===== config.mk =====
export PLATFORM = sky130hd
export DESIGN_NAME = count_sequencer_flat
export DESIGN_NICKNAME = d
export VERILOG_FILES = /design/src/rtl/count_seq_pkg.sv /design/src/rtl/count_sequencer_if.sv /design/src/rtl/rise_pulse.sv /design/src/rtl/count_sequencer.sv /design/src/flat_wrapper.sv
export SDC_FILE = /design/constraint.sdc
export NUM_CORES = 1
export LEC_CHECK = 0
export ABC_AREA = 1
export CAP_MARGIN = 20
export CORE_UTILIZATION = 35
export CTS_BUF_LIST = sky130_fd_sc_hd__clkbuf_4 sky130_fd_sc_hd__clkbuf_8
export CTS_CLUSTER_DIAMETER = 80
export DETAILED_ROUTE_END_ITERATION = 8
export REMOVE_ABC_BUFFERS = 1
export SYNTH_ARGS = -nofsm -noshare
export SYNTH_HDL_FRONTEND = slang
export SYNTH_SLANG_ARGS = --single-unit

===== constraint.sdc =====
create_clock -name clk -period 3.2 [get_ports clk]
set_clock_uncertainty 0.05 [all_clocks]
set_input_delay 0.64 -clock clk [delete_from_list [all_inputs] [get_ports clk]]
set_output_delay 0.64 -clock clk [all_outputs]
set_load 0.005 [all_outputs]

===== src/rtl/count_seq_pkg.sv =====
`default_nettype none
// ============================================================================
// Module      : count_seq_pkg
// Description : Shared state encoding and default widths for count_sequencer.
// Revision    : 1.0 - initial release
// ============================================================================
package count_seq_pkg;

  localparam int DEF_DIV_W = 8;
  localparam int DEF_CNT_W = 4;

  typedef enum logic [1:0] {
    ST_IDLE  = 2'd0,
    ST_RUN   = 2'd1,
    ST_PAUSE = 2'd2
  } state_t;

endpackage
`default_nettype wire


===== src/rtl/count_sequencer_if.sv =====
`default_nettype none
// ============================================================================
// Module      : count_sequencer_if
// Description : Control inputs and display-path outputs of count_sequencer.
// Revision    : 1.0 - initial release
// ============================================================================
interface count_sequencer_if
  import count_seq_pkg::*;
#(
  parameter int DIV_W = DEF_DIV_W,
  parameter int CNT_W = DEF_CNT_W
);
  logic             ena;
  logic [DIV_W-1:0] cfg_div;
  logic             start;
  logic             stop;
  logic             step;
  logic             dir;
  logic [CNT_W-1:0] limit;
  logic [CNT_W-1:0] count;
  logic             tick_out;
  logic             wrap;
  logic             running;
  logic             blank;

  modport master (
    output ena, cfg_div, start, stop, step, dir, limit,
    input  count, tick_out, wrap, running, blank
  );

  modport slave (
    input  ena, cfg_div, start, stop, step, dir, limit,
    output count, tick_out, wrap, running, blank
  );
endinterface
`default_nettype wire


===== src/rtl/rise_pulse.sv =====
`default_nettype none
// ============================================================================
// Module      : rise_pulse
// Description : Registered rising-edge detector; history frozen while en=0.
// Revision    : 1.0 - initial release
// ============================================================================
module rise_pulse (
  input  wire logic clk,
  input  wire logic rst_n,
  input  wire logic en,
  input  wire logic d,
  output logic      pulse
);

  logic r_q;

  always_ff @(posedge clk) begin
    if (!rst_n) begin
      r_q <= 1'b0;
    end else if (en) begin
      r_q <= d;
    end
  end

  assign pulse = en & d & ~r_q;

endmodule
`default_nettype wire


===== src/rtl/count_sequencer.sv =====
`default_nettype none
// ============================================================================
// Module      : count_sequencer
// Description : Run/pause/step scheduler driving an up/down modulo digit count.
// Revision    : 1.0 - initial release
// ============================================================================
module count_sequencer
  import count_seq_pkg::*;
#(
  parameter int DIV_W = DEF_DIV_W,
  parameter int CNT_W = DEF_CNT_W
) (
  input wire logic          clk,
  input wire logic          rst_n,
  count_sequencer_if.slave  bus
);

  logic w_start_cmd;
  logic w_stop_cmd;
  logic w_step_cmd;

  rise_pulse u_start (.clk(clk), .rst_n(rst_n), .en(bus.ena), .d(bus.start), .pulse(w_start_cmd));
  rise_pulse u_stop  (.clk(clk), .rst_n(rst_n), .en(bus.ena), .d(bus.stop),  .pulse(w_stop_cmd));
  rise_pulse u_step  (.clk(clk), .rst_n(rst_n), .en(bus.ena), .d(bus.step),  .pulse(w_step_cmd));

  state_t           r_state,  w_state_nxt;
  logic [CNT_W-1:0] r_count,  w_count_nxt;
  logic [DIV_W-1:0] r_presc,  w_presc_nxt;
  logic             r_tick,   w_tick_nxt;
  logic             r_wrap,   w_wrap_nxt;
  logic             w_advance;
  logic [CNT_W-1:0] w_adv_count;
  logic             w_adv_wrap;

  // Value the count would take on an advance; a count above a lowered limit
  // snaps to the limit when counting down.
  always_comb begin
    w_adv_count = r_count;
    w_adv_wrap  = 1'b0;
    if (bus.dir) begin
      if (r_count >= bus.limit) begin
        w_adv_count = '0;
        w_adv_wrap  = 1'b1;
      end else begin
        w_adv_count = r_count + 1'b1;
      end
    end else if (r_count == '0) begin
      w_adv_count = bus.limit;
      w_adv_wrap  = 1'b1;
    end else if (r_count > bus.limit) begin
      w_adv_count = bus.limit;
    end else begin
      w_adv_count = r_count - 1'b1;
    end
  end

  always_comb begin
    w_state_nxt = r_state;
    w_count_nxt = r_count;
    w_presc_nxt = r_presc;
    w_advance   = 1'b0;
    if (bus.ena) begin
      case (r_state)
        ST_IDLE: begin
          if (w_stop_cmd) begin
            w_count_nxt = '0;
          end else if (w_start_cmd) begin
            w_state_nxt = ST_RUN;
            w_presc_nxt = '0;
          end else if (w_step_cmd) begin
            w_advance = 1'b1;
          end
        end
        ST_RUN: begin
          if (w_stop_cmd) begin
            w_state_nxt = ST_PAUSE;
          end else if (r_presc >= bus.cfg_div) begin
            w_presc_nxt = '0;
            w_advance   = 1'b1;
          end else begin
            w_presc_nxt = r_presc + 1'b1;
          end
        end
        ST_PAUSE: begin
          if (w_stop_cmd) begin
            w_state_nxt = ST_IDLE;
            w_count_nxt = '0;
            w_presc_nxt = '0;
          end else if (w_start_cmd) begin
            w_state_nxt = ST_RUN;
          end else if (w_step_cmd) begin
            w_advance = 1'b1;
          end
        end
        default: begin
          w_state_nxt = ST_IDLE;
          w_count_nxt = '0;
          w_presc_nxt = '0;
        end
      endcase
    end
    if (w_advance) begin
      w_count_nxt = w_adv_count;
    end
    w_tick_nxt = w_advance;
    w_wrap_nxt = w_advance & w_adv_wrap;
  end

  always_ff @(posedge clk) begin
    if (!rst_n) begin
      r_state <= ST_IDLE;
      r_count <= '0;
      r_presc <= '0;
      r_tick  <= 1'b0;
      r_wrap  <= 1'b0;
    end else begin
      r_state <= w_state_nxt;
      r_count <= w_count_nxt;
      r_presc <= w_presc_nxt;
      r_tick  <= w_tick_nxt;
      r_wrap  <= w_wrap_nxt;
    end
  end

  assign bus.count    = r_count;
  assign bus.tick_out = r_tick;
  assign bus.wrap     = r_wrap;
  assign bus.running  = (r_state == ST_RUN);
  assign bus.blank    = (r_state == ST_IDLE);

endmodule
`default_nettype wire


===== src/flat_wrapper.sv =====
// flat-port wrapper written by rule: the top's interface ports become plain ports
module count_sequencer_flat import count_seq_pkg::*;
#(
  parameter int DIV_W = DEF_DIV_W,
  parameter int CNT_W = DEF_CNT_W
)
  (clk, rst_n, bus_ena, bus_cfg_div, bus_start, bus_stop, bus_step, bus_dir, bus_limit, bus_count, bus_tick_out, bus_wrap, bus_running, bus_blank);
  count_sequencer_if #(.DIV_W(DIV_W), .CNT_W(CNT_W)) bus_i ();
  input wire logic clk;
  input wire logic rst_n;
  input wire logic [$bits(bus_i.ena)-1:0] bus_ena;
  input wire logic [$bits(bus_i.cfg_div)-1:0] bus_cfg_div;
  input wire logic [$bits(bus_i.start)-1:0] bus_start;
  input wire logic [$bits(bus_i.stop)-1:0] bus_stop;
  input wire logic [$bits(bus_i.step)-1:0] bus_step;
  input wire logic [$bits(bus_i.dir)-1:0] bus_dir;
  input wire logic [$bits(bus_i.limit)-1:0] bus_limit;
  output wire logic [$bits(bus_i.count)-1:0] bus_count;
  output wire logic [$bits(bus_i.tick_out)-1:0] bus_tick_out;
  output wire logic [$bits(bus_i.wrap)-1:0] bus_wrap;
  output wire logic [$bits(bus_i.running)-1:0] bus_running;
  output wire logic [$bits(bus_i.blank)-1:0] bus_blank;
  assign bus_i.ena = bus_ena;
  assign bus_i.cfg_div = bus_cfg_div;
  assign bus_i.start = bus_start;
  assign bus_i.stop = bus_stop;
  assign bus_i.step = bus_step;
  assign bus_i.dir = bus_dir;
  assign bus_i.limit = bus_limit;
  assign bus_count = bus_i.count;
  assign bus_tick_out = bus_i.tick_out;
  assign bus_wrap = bus_i.wrap;
  assign bus_running = bus_i.running;
  assign bus_blank = bus_i.blank;
  count_sequencer #(.DIV_W(DIV_W), .CNT_W(CNT_W)) u_core (.clk(clk), .rst_n(rst_n), .bus(bus_i));
endmodule

==> results_dict.tcl, run 1 <==
set metrics [dict create \
    cts_root_buf "clkbuf_8" \
    r2r_cells 13 \
    grt_max_degree 12 \
    grtUsageTotal_pct 14.7 \
    finalCritPeriodShare_pct 69.0 \
    design_area_um2 1820 \
    clkSinkCount 19 \
    cp_max_fo 6 \
    hold_depth 2 \
    setup_tns_ns 0 \
    maxCapViolations 0 \
    rows 23 \
    ys_seq_area_share_pct 25.8 \
    relSlewSlack_pct 75.9 \
    rsz0062_at_grt "no" \
    grt_pass1_wl_mm 5.13 \
    rr_startpoint "u_core.bus.count[0]" \
    finalSetupViolCount 0 \
    dieArea_um2 4480 \
    max_freq_mhz 453 \
    antenna_found_initial 0 \
    ir_worst_vdd_mv 0.129 \
    cts_setup_buffers 0 \
    finalNonFillerCells 303 \
    synth_seq_cells 19 \
    clock_latency_ns 0.25 \
    wl_mm 2.93 \
    end_kind "flop" \
    clk_pin_slew_ns 0.07 \
    drt_drc_violations_left 0 \
    avgViaCountPerCell 4.62 \
    place_ws_ns 0.704 \
    p_leak_nw 0.899 \
    min_period_ns 2.21 \
    maxSlewViolCount 0 \
    worstHoldPathType "flop to flop" \
    tightestPinTransition_ns 0.360 \
    grt_pass1_vias 1260 \
    die_y_um 66.9 \
    io_pins 27 \
    p_per_area_nw_per_um2 294 \
    drtAntennaViolNets 0 \
    antenna_cells 0 \
    wl_per_cell_um 9.68 \
    netlist_area_um2 1480 \
    first_pass_iters 4 \
    status "completed" \
    cts_inserted_buffers 3 \
    synth_top_area_share_pct 25.8 \
    portBuffers 26 \
    num_vias 1401 \
    syn_avg_cell_area_um2 6.56 \
    place_area_um2 1780 \
    crit_required_ns 3.32 \
    start_util_pct 36.6 \
    nets 289 \
    ys_types 23 \
    clk_path_buf_depth 2 \
    drtIter0Drc 47 \
    cts_tree "built" \
    core-area_um2 4030 \
    holdPathEnd "u_core.r_presc[4]" \
    netlist_instances 225 \
    final_hold_viol_count 0 \
    htree_num_levels 1 \
    die_w_um 66.9 \
    setup_ws_ns 0.992 \
    worst-setup-path-type "primary input to flop" \
    critPathLaunchType "primary input" \
    yosys_warnings 0 \
    yosysTopAreaCell "dfxtp_1" \
    overflow 0 \
    place_congestion 0.844 \
    r2r-end "u_core.bus.count[0]" \
    post_cts_resized 0 \
    area_growth_pct 23.7 \
    holdBufCountCts 0 \
    min_from "u_core.r_presc[4]" \
    hpwl_mm 2.33 \
    dp.cells 299 \
    ff2ff_setup_slack_ns 1.39 \
    arrival_ns 2.33 \
    ys_top_cells_by_area "dfxtp_1 (26%), nand2_1 (15%), ha_1 (14%), inv_1 (10%), nand3_1 (7.1%)" \
    final_util_pct 45.3 \
    drive_above_1_share_pct 8.30 \
]
-- synth_stat cells --
cell type,instances
nor3_2,2
nand2_2,6
nor2_4,1
nand3_1,21
a21o_1,1
inv_2,1
nand3_2,1
inv_1,40
o21a_1,2
o21ai_0,8
xor2_1,4
a21oi_1,12
a21oi_2,1
dfxtp_1,19
nand4_1,4
or2_0,1
nand2_1,57
ha_1,16
xnor2_1,2
buf_6,2
nor2_1,17
nor2_2,5
o21ai_1,2
-- layout by cell type (no fill, tap or decap), types with 5 or more instances in the layout --
master / instances
nand2_1: 57
clkdlybuf4s50_1: 26
nand3_1: 21
ha_1: 16
nor2_1: 17
o21ai_0: 8
inv_1: 40
nand2_2: 6
a21oi_1: 12
nor2_2: 5
dfxtp_1: 19
-- metrics by stage --
| step | power, mW | hold WS (ns) |
|---|---|---|
| after floorplan | 0.325 | 0.389 |
| after global placement | 0.372 | 0.404 |
| final | 0.536 | 0.411 |
| after detailed placement | 0.372 | 0.405 |
| after CTS | 0.543 | 0.416 |
| after global routing | 0.575 | 0.458 |
-- critical path, stage by stage --
cell	delay, ns
clkdlybuf4s50_1	0.45
inv_1	0.04
ha_1	0.28
nand2_1	0.06
nor2_1	0.10
nor2_1	0.04
nand2_1	0.06
nand2_1	0.06
nand2_1	0.09
nand2_1	0.07
nand2_1	0.06
nand3_1	0.17
o21ai_0	0.20
-- cell families (layout without fill, tap and decap cells) --
kind of cell             after synthesis  in the layout  synth area share [%]
AO/OA/AOI/OAI                         26             26                  9.58
XOR/XNOR                               6              6                  3.56
adder cells (fa/ha/maj)               16             16                  13.6
buffers and inverters                 43             71                  12.0
flip-flops                            19             19                  25.8
AND/OR/NAND/NOR                      115            115                  35.5
-- flip-flops by register name, indices dropped and copies added (netlist names) --
register,count
u_core.bus.count,4
u_core.bus.tick_out,1
u_core.bus.wrap,1
u_core.r_presc,8
u_core.r_state,2
u_core.u_start.r_q,1
u_core.u_step.r_q,1
u_core.u_stop.r_q,1
-- layer usage --
metal / global-route usage [%] / share of wire [%] / vias up
li1: - / - / 768
met1: 17.3 / 49 / 610
met2: 26.9 / 47 / 21
met3: 2.23 / 3.3 / 2
met4: 4.79 / 0.92 / 0
met5: 0 / 0 / -
-- power breakdown --
part | leakage [nW] | switching [mW] | total (mW) | internal (mW)
combinational | 0.719 | 0.0621 | 0.116 | 0.0541
clock | 0.0262 | 0.0740 | 0.171 | 0.0967
sequential | 0.154 | 0.00662 | 0.249 | 0.243
total | 0.899 | 0.143 | 0.536 | 0.394
-- area by class of cell --
cell class | count | area (µm²)
tap | 50 | 62.6
sequential | 19 | 380
timing repair buffer | 26 | 260
fill | 444 | 2200
inverter | 41 | 154
clock buffer | 4 | 48.8
multi-input combinational | 163 | 918
-- worst max-delay path by stage --
stage              startpoint             endpoint  depth (start not counted)
3_5_place_dp   bus_cfg_div[3]  u_core.bus.count[1]                         13
2_1_floorplan  bus_cfg_div[3]  u_core.bus.count[0]                         12
6_report       bus_cfg_div[3]  u_core.bus.count[0]                         13
3_3_place_gp   bus_cfg_div[3]  u_core.bus.count[1]                         13
5_1_grt        bus_cfg_div[3]  u_core.bus.count[1]                         13
4_1_cts        bus_cfg_div[3]  u_core.bus.count[0]                         13
(Power assumes the default switching activity.)
==> inputs of run 2 (changes only) <==
Clock period 3.2 ns to 2.15 ns, I/O delays scaled along.
==> run 2 against run 1 <==
- power grew 50%
- die area unchanged
- non-clock buffer count up 10
- core utilization increased by 1.8 points
- hold slack improved by 0.0047 ns
- clock power increased by 44%
- sequential power is 49% higher
- clock-buffer cell count is 1 lower
- global-route usage down 0.86 points
- first-iteration DRC count down 45%
- routed wire length increased by 0.75%
==> results_dict.tcl, run 2 (synthesis results as in run 1) <==
set metrics [dict create \
    final_common_cell "nand2_1" \
    worst-setup-path-type "flop to output pin" \
    hpwl_mm 2.44 \
    clock_latency_ns 0.25 \
    place_congestion 0.879 \
    ir_worst_vdd_mv 0.191 \
    end_kind "output pin" \
    place_ws_ns -0.0896 \
    min_period_ns 1.95 \
    arrival_ns 1.47 \
    place_area_um2 1850 \
    wl_per_cell_um 9.44 \
    worstHoldPathType "flop to flop" \
    wl_mm 2.96 \
    largest_register_ffs 8 \
    overflow 0 \
    maxCapViolations 0 \
    cp_max_fo 6 \
    rows 23 \
    power_mw 0.804 \
    cts_setup_buffers 0 \
    p_int_mw 0.580 \
    htree_num_levels 1 \
    swShare_pct 27.8 \
    p_comb_share_pct 23.3 \
    num_vias 1430 \
    relSlewSlack_pct 74.3 \
    finalSetupViolCount 0 \
    grt_pass1_vias 1206 \
    grt_pass1_wl_mm 4.80 \
    tightestPinTransition_ns 0.385 \
    drtIter0Drc 26 \
    finalCritPeriodShare_pct 90.5 \
    p_switching_mw 0.224 \
    avgViaCountPerCell 4.57 \
    holdBufCountCts 0 \
    first_pass_iters 4 \
    pwr-share-seq_pct 46.0 \
    rsz0062_at_grt "no" \
    die_w_um 66.9 \
    io_pins 27 \
    nets 299 \
    final_util_pct 47.1 \
    die_y_um 66.9 \
    p_leak_nw 0.946 \
    grtUsageTotal_pct 13.9 \
    clkSinkCount 19 \
    crit_required_ns 1.67 \
    design_area_um2 1900 \
    antenna_found_initial 0 \
    pwr-share-clk_pct 30.8 \
    area_growth_pct 28.6 \
    setup_ws_ns 0.203 \
    drtAntennaViolNets 0 \
    critPathLaunchType "flop" \
    dieArea_um2 4480 \
    top_register "u_core.r_presc" \
    p_per_area_nw_per_um2 424 \
    grt_max_degree 12 \
    start_util_pct 36.6 \
    antenna_cells 0 \
    drive_above_1_share_pct 11.8 \
    max_freq_mhz 514 \
    fillers 449 \
    cts_root_buf "clkbuf_8" \
    clk_pin_slew_ns 0.07 \
    maxSlewViolCount 0 \
    cts_inserted_buffers 3 \
    cts_tree "built" \
    post_cts_resized 0 \
    final_cell_mix "nand2_1 (57), inv_1 (40), clkdlybuf4s50_1 (26), nand3_1 (21), dfxtp_1 (19)" \
    clk_path_buf_depth 2 \
    final_hold_viol_count 0 \
    core-area_um2 4030 \
    drt_drc_violations_left 0 \
    portBuffers 26 \
    status "completed" \
]
-- run 2: cell type report --
type                       count  area (µm²)  share of cell area, %
clock buffer                   3        41.3                   2.18
clock inverter                 1        5.00                  0.264
inverter                      41         154                   8.11
multi-input combinational    163         918                   48.4
sequential                    19         380                   20.1
tap                           50        62.6                   3.30
timing repair buffer          36         335                   17.7
-- run 2: metal layers --
metal | vias up | global-route usage (%) | share of wire, %
li1 | 784 | - | -
met1 | 617 | 16.0 | 49
met2 | 27 | 25.1 | 46
met3 | 2 | 2.05 | 3.1
met4 | 0 | 5.59 | 0.91
met5 | - | 0 | 0
-- run 2: per-stage QoR --
stage / TNS [ns] / cells / hold slack (ns)
2_1_floorplan: 0 / 223 / 0.389
3_3_place_gp: -0.124 / 309 / 0.401
3_5_place_dp: -0.308 / 309 / 0.405
4_1_cts: 0 / 313 / 0.417
5_1_grt: 0 / 313 / 0.441
6_report: 0 / 313 / 0.416
-- run 2: power by group through the flow --
stage	Clock [mW]	Sequential (mW)	Combinational [mW]
floorplan	0	0.377	0.106
global placement	0	0.378	0.188
detailed placement	0	0.378	0.189
CTS	0.261	0.370	0.190
global route	0.275	0.371	0.213
finish	0.247	0.370	0.187
-- run 2: final timing paths --
| check | start | slack, ns | cells after the start | to |
|---|---|---|---|---|
| setup reg to reg | u_core.bus.count[0] | 0.40 | 13 | u_core.bus.count[0] |
| hold / removal | u_core.u_step.r_q | 0.42 | 2 | u_core.u_step.r_q |
| setup / recovery | u_core.r_state[0] | 0.20 | 3 | bus_running |
| hold reg to reg | u_core.u_step.r_q | 0.42 | 2 | u_core.u_step.r_q |
-- run 2: worst max-delay path, stage by stage, from the launching register on --
cell             delay [ns]
dfxtp_1                0.39
inv_1                  0.07
nor2_2                 0.21
clkdlybuf4s50_1        0.55
